==> src/rtl/median_pkg.sv <==
// Shared types and constants for the 5-tap streaming median filter.
package median_pkg;

  localparam int DATA_W = 4;
  localparam int WIN    = 5;
  localparam int CNT_W  = 3;

  typedef enum logic {
    FILL = 1'b0,
    RUN  = 1'b1
  } state_t;

  typedef logic [DATA_W-1:0] sample_t;
  typedef sample_t [WIN-1:0] window_t;
  typedef logic [CNT_W-1:0]  count_t;

  function automatic count_t sat_inc(input count_t c);
    return (c == count_t'(WIN)) ? c : c + count_t'(1);
  endfunction

endpackage

==> src/rtl/median_stream_5_if.sv <==
// Sample-in / median-out handshake bundle for median_stream_5.
// MEDIAN_STREAM_MINMAX_EN adds win_min / win_max beside median.
interface median_stream_5_if #(
  parameter int DATA_W = median_pkg::DATA_W
);

  logic              in_valid;
  logic              in_ready;
  logic [DATA_W-1:0] in_data;
  logic              out_valid;
  logic              out_ready;
  logic [DATA_W-1:0] median;
`ifdef MEDIAN_STREAM_MINMAX_EN
  logic [DATA_W-1:0] win_min;
  logic [DATA_W-1:0] win_max;
`endif

  modport master (
    output in_valid, in_data, out_ready,
    input  in_ready, out_valid, median
`ifdef MEDIAN_STREAM_MINMAX_EN
    , win_min, win_max
`endif
  );

  modport slave (
    input  in_valid, in_data, out_ready,
    output in_ready, out_valid, median
`ifdef MEDIAN_STREAM_MINMAX_EN
    , win_min, win_max
`endif
  );

endinterface

==> src/rtl/cmp_swap.sv <==
// Compare-exchange element: lo gets the smaller, hi the larger value.
module cmp_swap #(
  parameter int W = 4
) (
  input  logic [W-1:0] a,
  input  logic [W-1:0] b,
  output logic [W-1:0] lo,
  output logic [W-1:0] hi
);

  logic swap;

  assign swap = a > b;
  assign lo   = swap ? b : a;
  assign hi   = swap ? a : b;

endmodule

==> src/rtl/median_stream_5.sv <==
// Streaming 5-tap sliding-window median; newest sample in slot 0.
// MEDIAN_STREAM_MINMAX_EN also registers the window min and max.
module median_stream_5 #(
  parameter int DATA_W = median_pkg::DATA_W,
  parameter int WIN    = median_pkg::WIN
) (
  input logic               clk,
  input logic               rst,
  input logic               flush,
  median_stream_5_if.slave  stream
);

  import median_pkg::*;

  if (WIN != 5) begin : g_bad_win
    $error("median_stream_5: WIN must be 5");
  end
  if (DATA_W != median_pkg::DATA_W) begin : g_bad_w
    $error("median_stream_5: DATA_W must match median_pkg");
  end

  state_t  state;
  count_t  count;
  window_t win;
  window_t nxt;
  logic    accept;
  logic    clear;
  logic    produce;

  logic    out_valid;
  sample_t median;

  assign stream.in_ready  = !out_valid || stream.out_ready;
  assign stream.out_valid = out_valid;
  assign stream.median    = median;

  assign accept  = stream.in_valid && stream.in_ready;
  assign clear   = rst || flush;
  assign nxt     = {win[WIN-2:0], stream.in_data};
  assign produce = (state == RUN) ||
                   (count == count_t'(WIN - 1));

  // 9-comparator sorting network over the post-shift window
  sample_t b0, b1, b3, b4, c2, c4, d2, d3;
  sample_t e1, e4, f0, f3, g0, g2, h1, h3;
  sample_t i1, i2;

  cmp_swap #(.W(DATA_W)) u_c0 (
    .a(nxt[0]), .b(nxt[1]), .lo(b0), .hi(b1));
  cmp_swap #(.W(DATA_W)) u_c1 (
    .a(nxt[3]), .b(nxt[4]), .lo(b3), .hi(b4));
  cmp_swap #(.W(DATA_W)) u_c2 (
    .a(nxt[2]), .b(b4), .lo(c2), .hi(c4));
  cmp_swap #(.W(DATA_W)) u_c3 (
    .a(c2), .b(b3), .lo(d2), .hi(d3));
  cmp_swap #(.W(DATA_W)) u_c4 (
    .a(b1), .b(c4), .lo(e1), .hi(e4));
  cmp_swap #(.W(DATA_W)) u_c5 (
    .a(b0), .b(d3), .lo(f0), .hi(f3));
  cmp_swap #(.W(DATA_W)) u_c6 (
    .a(f0), .b(d2), .lo(g0), .hi(g2));
  cmp_swap #(.W(DATA_W)) u_c7 (
    .a(e1), .b(f3), .lo(h1), .hi(h3));
  cmp_swap #(.W(DATA_W)) u_c8 (
    .a(h1), .b(g2), .lo(i1), .hi(i2));

  // g0 = min, e4 = max, i2 = median; the rest settle mid-sort
`ifdef MEDIAN_STREAM_MINMAX_EN
  logic unused_sort;
  assign unused_sort = ^{h3, i1};

  sample_t win_min;
  sample_t win_max;

  assign stream.win_min = win_min;
  assign stream.win_max = win_max;
`else
  logic unused_sort;
  assign unused_sort = ^{h3, i1, g0, e4};
`endif

  always_ff @(posedge clk) begin
    if (clear) begin
      state     <= FILL;
      count     <= '0;
      win       <= '0;
      out_valid <= 1'b0;
      median    <= '0;
`ifdef MEDIAN_STREAM_MINMAX_EN
      win_min   <= '0;
      win_max   <= '0;
`endif
    end else begin
      if (out_valid && stream.out_ready)
        out_valid <= 1'b0;
      if (accept) begin
        win   <= nxt;
        count <= sat_inc(count);
        if (produce) begin
          state     <= RUN;
          out_valid <= 1'b1;
          median    <= i2;
`ifdef MEDIAN_STREAM_MINMAX_EN
          win_min   <= g0;
          win_max   <= e4;
`endif
        end
      end
    end
  end

endmodule

==> src/flat_wrapper.sv <==
// flat-port wrapper written by rule: the top's interface ports become plain ports
module median_stream_5_flat import median_pkg::*;
#(
  parameter int DATA_W = median_pkg::DATA_W,
  parameter int WIN    = median_pkg::WIN
)
  (clk, rst, flush, stream_in_valid, stream_in_data, stream_out_ready, stream_in_ready, stream_out_valid, stream_median);
  median_stream_5_if #(.DATA_W(DATA_W)) stream_i ();
  input logic clk;
  input logic rst;
  input logic flush;
  input wire logic [$bits(stream_i.in_valid)-1:0] stream_in_valid;
  input wire logic [$bits(stream_i.in_data)-1:0] stream_in_data;
  input wire logic [$bits(stream_i.out_ready)-1:0] stream_out_ready;
  output wire logic [$bits(stream_i.in_ready)-1:0] stream_in_ready;
  output wire logic [$bits(stream_i.out_valid)-1:0] stream_out_valid;
  output wire logic [$bits(stream_i.median)-1:0] stream_median;
  assign stream_i.in_valid = stream_in_valid;
  assign stream_i.in_data = stream_in_data;
  assign stream_i.out_ready = stream_out_ready;
  assign stream_in_ready = stream_i.in_ready;
  assign stream_out_valid = stream_i.out_valid;
  assign stream_median = stream_i.median;
  median_stream_5 #(.DATA_W(DATA_W), .WIN(WIN)) u_core (.clk(clk), .rst(rst), .flush(flush), .stream(stream_i));
endmodule
==> config.mk <==
export PLATFORM = sky130hd
export DESIGN_NAME = median_stream_5_flat
export DESIGN_NICKNAME = d
export VERILOG_FILES = /design/src/rtl/median_pkg.sv /design/src/rtl/median_stream_5_if.sv /design/src/rtl/cmp_swap.sv /design/src/rtl/median_stream_5.sv /design/src/flat_wrapper.sv
export SDC_FILE = /design/constraint.sdc
export NUM_CORES = 1
export LEC_CHECK = 0
export ABC_AREA = 1
export BUFFER_PORTS_ARGS = -buffer_cell sky130_fd_sc_hd__clkbuf_2
export CORE_MARGIN = 2
export CORE_UTILIZATION = 37
export CTS_BUF_LIST = sky130_fd_sc_hd__clkbuf_8 sky130_fd_sc_hd__clkbuf_16
export CTS_CLUSTER_DIAMETER = 120
export CTS_CLUSTER_SIZE = 30
export DETAILED_ROUTE_END_ITERATION = 12
export PLACE_DENSITY_LB_ADDON = 0.3
export SETUP_SLACK_MARGIN = 0.3
export SYNTH_ARGS = -nofsm -noshare
export SYNTH_HDL_FRONTEND = slang
export SYNTH_SLANG_ARGS = --single-unit
==> constraint.sdc <==
create_clock -name clk -period 14.9 [get_ports clk]
set_input_delay 3.725 -clock clk [delete_from_list [all_inputs] [get_ports clk]]
set_output_delay 3.725 -clock clk [all_outputs]
set_load 0.005 [all_outputs]
# After elaboration in Yosys (flattened, before gate mapping)
# Index checks and enable logic that the tools add are counted.
[word_totals] reg_bits=25 latchBits=0 mem_bits_rw=0 rom_bits=0 inputBits=9 out_inout_bits=6 elab_cells=46 mem_count=0
[op_classes] add_sub_neg=1 mul=0 div=0 magnitude_cmp=9 eq_ne=2 shift=0 muxes=17 bitwise=1 reduce_logical=8
[op_table] operator="2-to-1 mux 4 bit" n=14
[op_table] operator="> comparator 4 bit" n=9
[op_table] operator="== test 3 bit (second input constant)" n=2
[op_table] operator="AND reduction 2 bit" n=2
[op_table] operator="adder 3 x 1 -> 3 bit (second input constant)" n=1
[op_table] operator="logical OR 1 bit" n=3
[op_table] operator="2-to-1 mux 1 bit" n=3
[op_table] operator="logical AND 1 bit" n=2
[op_table] operator="zero test 1 bit" n=1
[op_table] operator="inverter 1 bit" n=1

# Depth between registers and ports, before layout
[logic_depth] depth_word=12 ltp_mapped=63 mapped_depth_nobuf=60

# Hierarchy
# Synthesis repeated with hierarchy kept, for this count alone.
[unflattened] cells_unflattened=521 hier_area_um2=3030.4
[modules_own_cells] mod="cmp_swap" instances=9 cells_each=43 area_each_um2=224.0 seq_area_each_um2=0.0
[modules_own_cells] mod="median_stream_5" instances=1 cells_each=134 area_each_um2=1014.7 seq_area_each_um2=500.5

# Worst setup path before layout
# OpenSTA, ideal clock, no wires.
[synth_path] path_kind="input to register" from="input port stream_in_data[1]" to="register u_core.median[1], in the netlist u_core.stream.median[1]" setup_ps=69 arrival_time_ps=7962 t_required_ps=14831 slack_ps=6869 cell_stages=34 path_buffers=2 path_cell_list="ha_1 -> inv_1 -> nor2_1 -> o211ai_1 -> nand2_1 -> nand2_1 -> clkbuf_1 -> o21ai_0 -> ha_1 -> nand2_1 -> nor2_4 -> nand2_1 -> nand2_2 -> nand2_4 -> buf_6 -> nand2_1 -> o21ai_1 -> ha_1 -> inv_1 -> nor2_1 -> o21ai_0 -> a32o_1 -> o21ai_1 -> ha_1 -> inv_1 -> nor2_1 -> o21ai_0 -> a32oi_1 -> inv_1 -> nand2_1 -> nand2_1 -> inv_2 -> nand2_1 -> a21oi_2"
[synth_via] elab_chain_cells=8 word_cells_on_any_way=14 classes_between="6 x order compare; 8 x mux"
[synth_lines] element="from (decl)" line_no="flat_wrapper.sv:13" source="input wire logic [$bits(stream_i.in_data)-1:0] stream_in_data;"
[synth_lines] element="> comparator 4 bit" line_no="cmp_swap.sv:13" source="assign swap = a > b;"
[synth_lines] element="2-to-1 mux 4 bit, on equally long branches" line_no="cmp_swap.sv:15, cmp_swap.sv:14"
[synth_lines] element="> comparator 4 bit" line_no="cmp_swap.sv:13"
[synth_lines] element="2-to-1 mux 4 bit, on equally long branches" line_no="cmp_swap.sv:14, cmp_swap.sv:15"
[synth_lines] element="> comparator 4 bit" line_no="cmp_swap.sv:13"
[synth_lines] element="2-to-1 mux 4 bit, on equally long branches" line_no="cmp_swap.sv:14, cmp_swap.sv:15"
[synth_lines] element="> comparator 4 bit" line_no="cmp_swap.sv:13"
[synth_lines] element="2-to-1 mux 4 bit *" line_no="cmp_swap.sv:15" source="assign hi = swap ? a : b;"
[synth_lines] element="to (signal assigned)" line_no="median_stream_5.sv:102" source="median <= i2;"
[synth_lines] element="to (decl)" line_no="median_stream_5.sv:31" source="sample_t median;"
# Mark *: on every way between the ends. The rest lies on a longest branch, timed or not.
# A chain may end at the register's enable or synchronous reset.

# Worst setup path in the final report
[layout_path] from="input port stream_in_data[1]" to="register u_core.median[3], in the netlist u_core.stream.median[3]"
# The elaborated chain is that of the path after synthesis.

==> metrics.txt <==
Tmin final=8.24 ns; placed insts=471; Die Height=86.9 um; clk sink count=25; Post-CTS Setup Inserts=0; startpoint types=input pin; Mapped Area=2540 um2; H-tree depth=1; Mean Syn Cell Area=6.56 um2; Hold Startpoint=u_core.stream.median[3]; Power Density=242 nW/um2; Hold Path Class=flop to flop; Starting DRT DRC Count=121; most used cell along the critical path=nand2_1; Worst Hold Depth=2; hold slack=0.488 ns; I/O pin total=15; GRT overflow=0; Max stage delay on crit path=0.37 ns; CORE AREA=6720 um2; Synth Instances=387; # port buffers=14; Num CTS Buffers=3; DR vias=2415; critical path required time=15.11 ns; max-slew violation count=0; Die X-Extent=86.9 um; R2R Path End=u_core.stream.median[3]; # Max-Cap Violations=0; # resized after CTS=0; Fmax=121 MHz; Clock Tree Buf Depth=2; reg2reg path depth=51; post-synth cell types=31; status=complete, no violations; Layout area overhead=6.70%; Ys Warns=0; Rows=30; vias in the first global route=2253; Seq/Total Area, Yosys=19.7%; crit path DAT=8.46 ns; total track usage=16.1%; Cell Count, Final, Fillers Out=475; WL final=5600 um; share of cells above drive strength 1=16.2%; Clock transition at path regs=0.09 ns; initial antenna violation count=0; reg-to-reg startpoint=u_core.nxt[19]; Final Hold Vio Count=0; router iterations before antenna repair=4; Post-route DRC=0; TritonCTS clock tree=built; n_diodes=0; worst vdd rail ir drop=0.130 mV; R2R Setup Slk=7.62 ns; wire length per cell=11.8 um; CTS root buf=clkbuf_8; RSZ-0062 raised after global routing=false; drt via density=5.08; Die ar.=7540 um2; worst rel slew slack=36.9%; post-synthesis net count=431; setup violators final=0; Final nets=440; GP Congestion=0.835; Critical Path Fanout Max=16; worst clock skew=0.00185 ns; global-route wire length before repair=9980 um; Initial Utilization=37.8%; WHS Endpoint=u_core.stream.median[3]; slowest CP cell=a32oi_1; Hold-fix buffers, CTS=0; final period utilization=55.3%; final antenna-violating net count=0; Synth Register Bits=25; pin count of the biggest net entering global routing=29; Post-DP HPWL=4450 um; worst skew pair latency=0.27 ns; setup TNS=0 ns; path type of the worst setup path=input pin to flop; commonest non-fill, non-tap cell in the layout=nand2_1; Worst-Margin Slew=0.944 ns; most frequent cells in the layout=90 x nand2_1, 45 x inv_1, 35 x ha_1; CP Capture Type=flop; Pleak=1.31 nW
metal layers:
metal	wire length (um)	share of wire (%)	track usage [%]
met5	0	0	0
met4	59	1.1	3.41
met3	127	2.3	1.14
met2	2540	45	26.9
met1	2870	51	22.6
through the flow:
stage	total power, mW	util, %	cell area, um2	setup slack [ns]
floorplan	0.529	-	2540	6.87
global placement	0.601	39.6	2660	6.45
detailed placement	0.611	39.6	2660	6.39
CTS	0.658	40.3	2710	6.65
global route	0.762	40.3	2710	6.02
finish	0.655	40.3	2710	6.66
synth_stat cells:
master	n	area [um2]
a211oi_1	17	128
a21oi_1	17	85.1
a21oi_2	4	35.0
a32o_1	1	10.0
a32oi_1	2	17.5
a32oi_2	1	16.3
and2_1	2	12.5
buf_2	1	5.00
buf_6	1	11.3
clkbuf_1	8	30.0
dfxtp_1	25	500
ha_1	35	438
inv_1	45	169
inv_2	13	48.8
nand2_1	90	338
nand2_2	14	87.6
nand2_4	5	56.3
nand3_1	22	110
nand3_2	3	30.0
nand3b_4	1	20.0
nand4_1	1	6.26
nor2_1	30	113
nor2_2	1	6.26
nor2_4	1	11.3
o211ai_1	1	7.51
o21ai_0	23	115
o21ai_1	17	85.1
o21ai_2	2	17.5
o21bai_1	2	15.0
or2_2	1	6.26
xor2_1	1	8.76
cells by family after synthesis:
| group | after synthesis | synth area share [%] |
|---|---|---|
| AND/OR/NAND/NOR | 171 | 31.4 |
| AO/OA/AOI/OAI | 87 | 20.9 |
| XOR/XNOR | 1 | 0.345 |
| flip-flops | 25 | 19.7 |
| buffers and inverters | 68 | 10.4 |
| adder cells (fa/ha/maj) | 35 | 17.2 |
how the worst max path moves through the flow:
stage	slack (ns)	depth (start not counted)	to	start
after global routing	6.02	37	u_core.stream.median[3]	stream_in_data[1]
after global placement	6.45	35	u_core.stream.median[3]	stream_in_data[1]
after CTS	6.65	35	u_core.stream.median[3]	stream_in_data[1]
final	6.66	33	u_core.stream.median[3]	stream_in_data[1]
after detailed placement	6.39	35	u_core.stream.median[2]	stream_in_data[1]
after floorplan	6.87	34	u_core.stream.median[1]	stream_in_data[1]
critical path: cells and delay by family:
family	cells	cell delay, ns
adder cells (fa/ha/maj)	4	1.30
buffers and inverters	6	0.45
AND/OR/NAND/NOR	14	1.30
AO/OA/AOI/OAI	9	1.66
flip-flops by register name, summed over array words and instances, names as in the netlist:
signal and cells:
u_core.nxt 16, u_core.stream.median 4, u_core.count 3, u_core.state 1, u_core.stream.out_valid 1
report_power, final:
part           switching [mW]  internal [mW]
Clock                  0.0238         0.0188
Combinational           0.346          0.196
Sequential            0.00155         0.0686
Total                   0.371          0.284
layout make-up:
class	count	area, um2
multi-input combinational	294	1780
timing repair buffer	14	70.1
clock inverter	1	5.00
sequential	25	500
clock buffer	3	41.3
inverter	58	218
tap	80	100
fill	719	4010
Power figures use the tool's default switching activity.
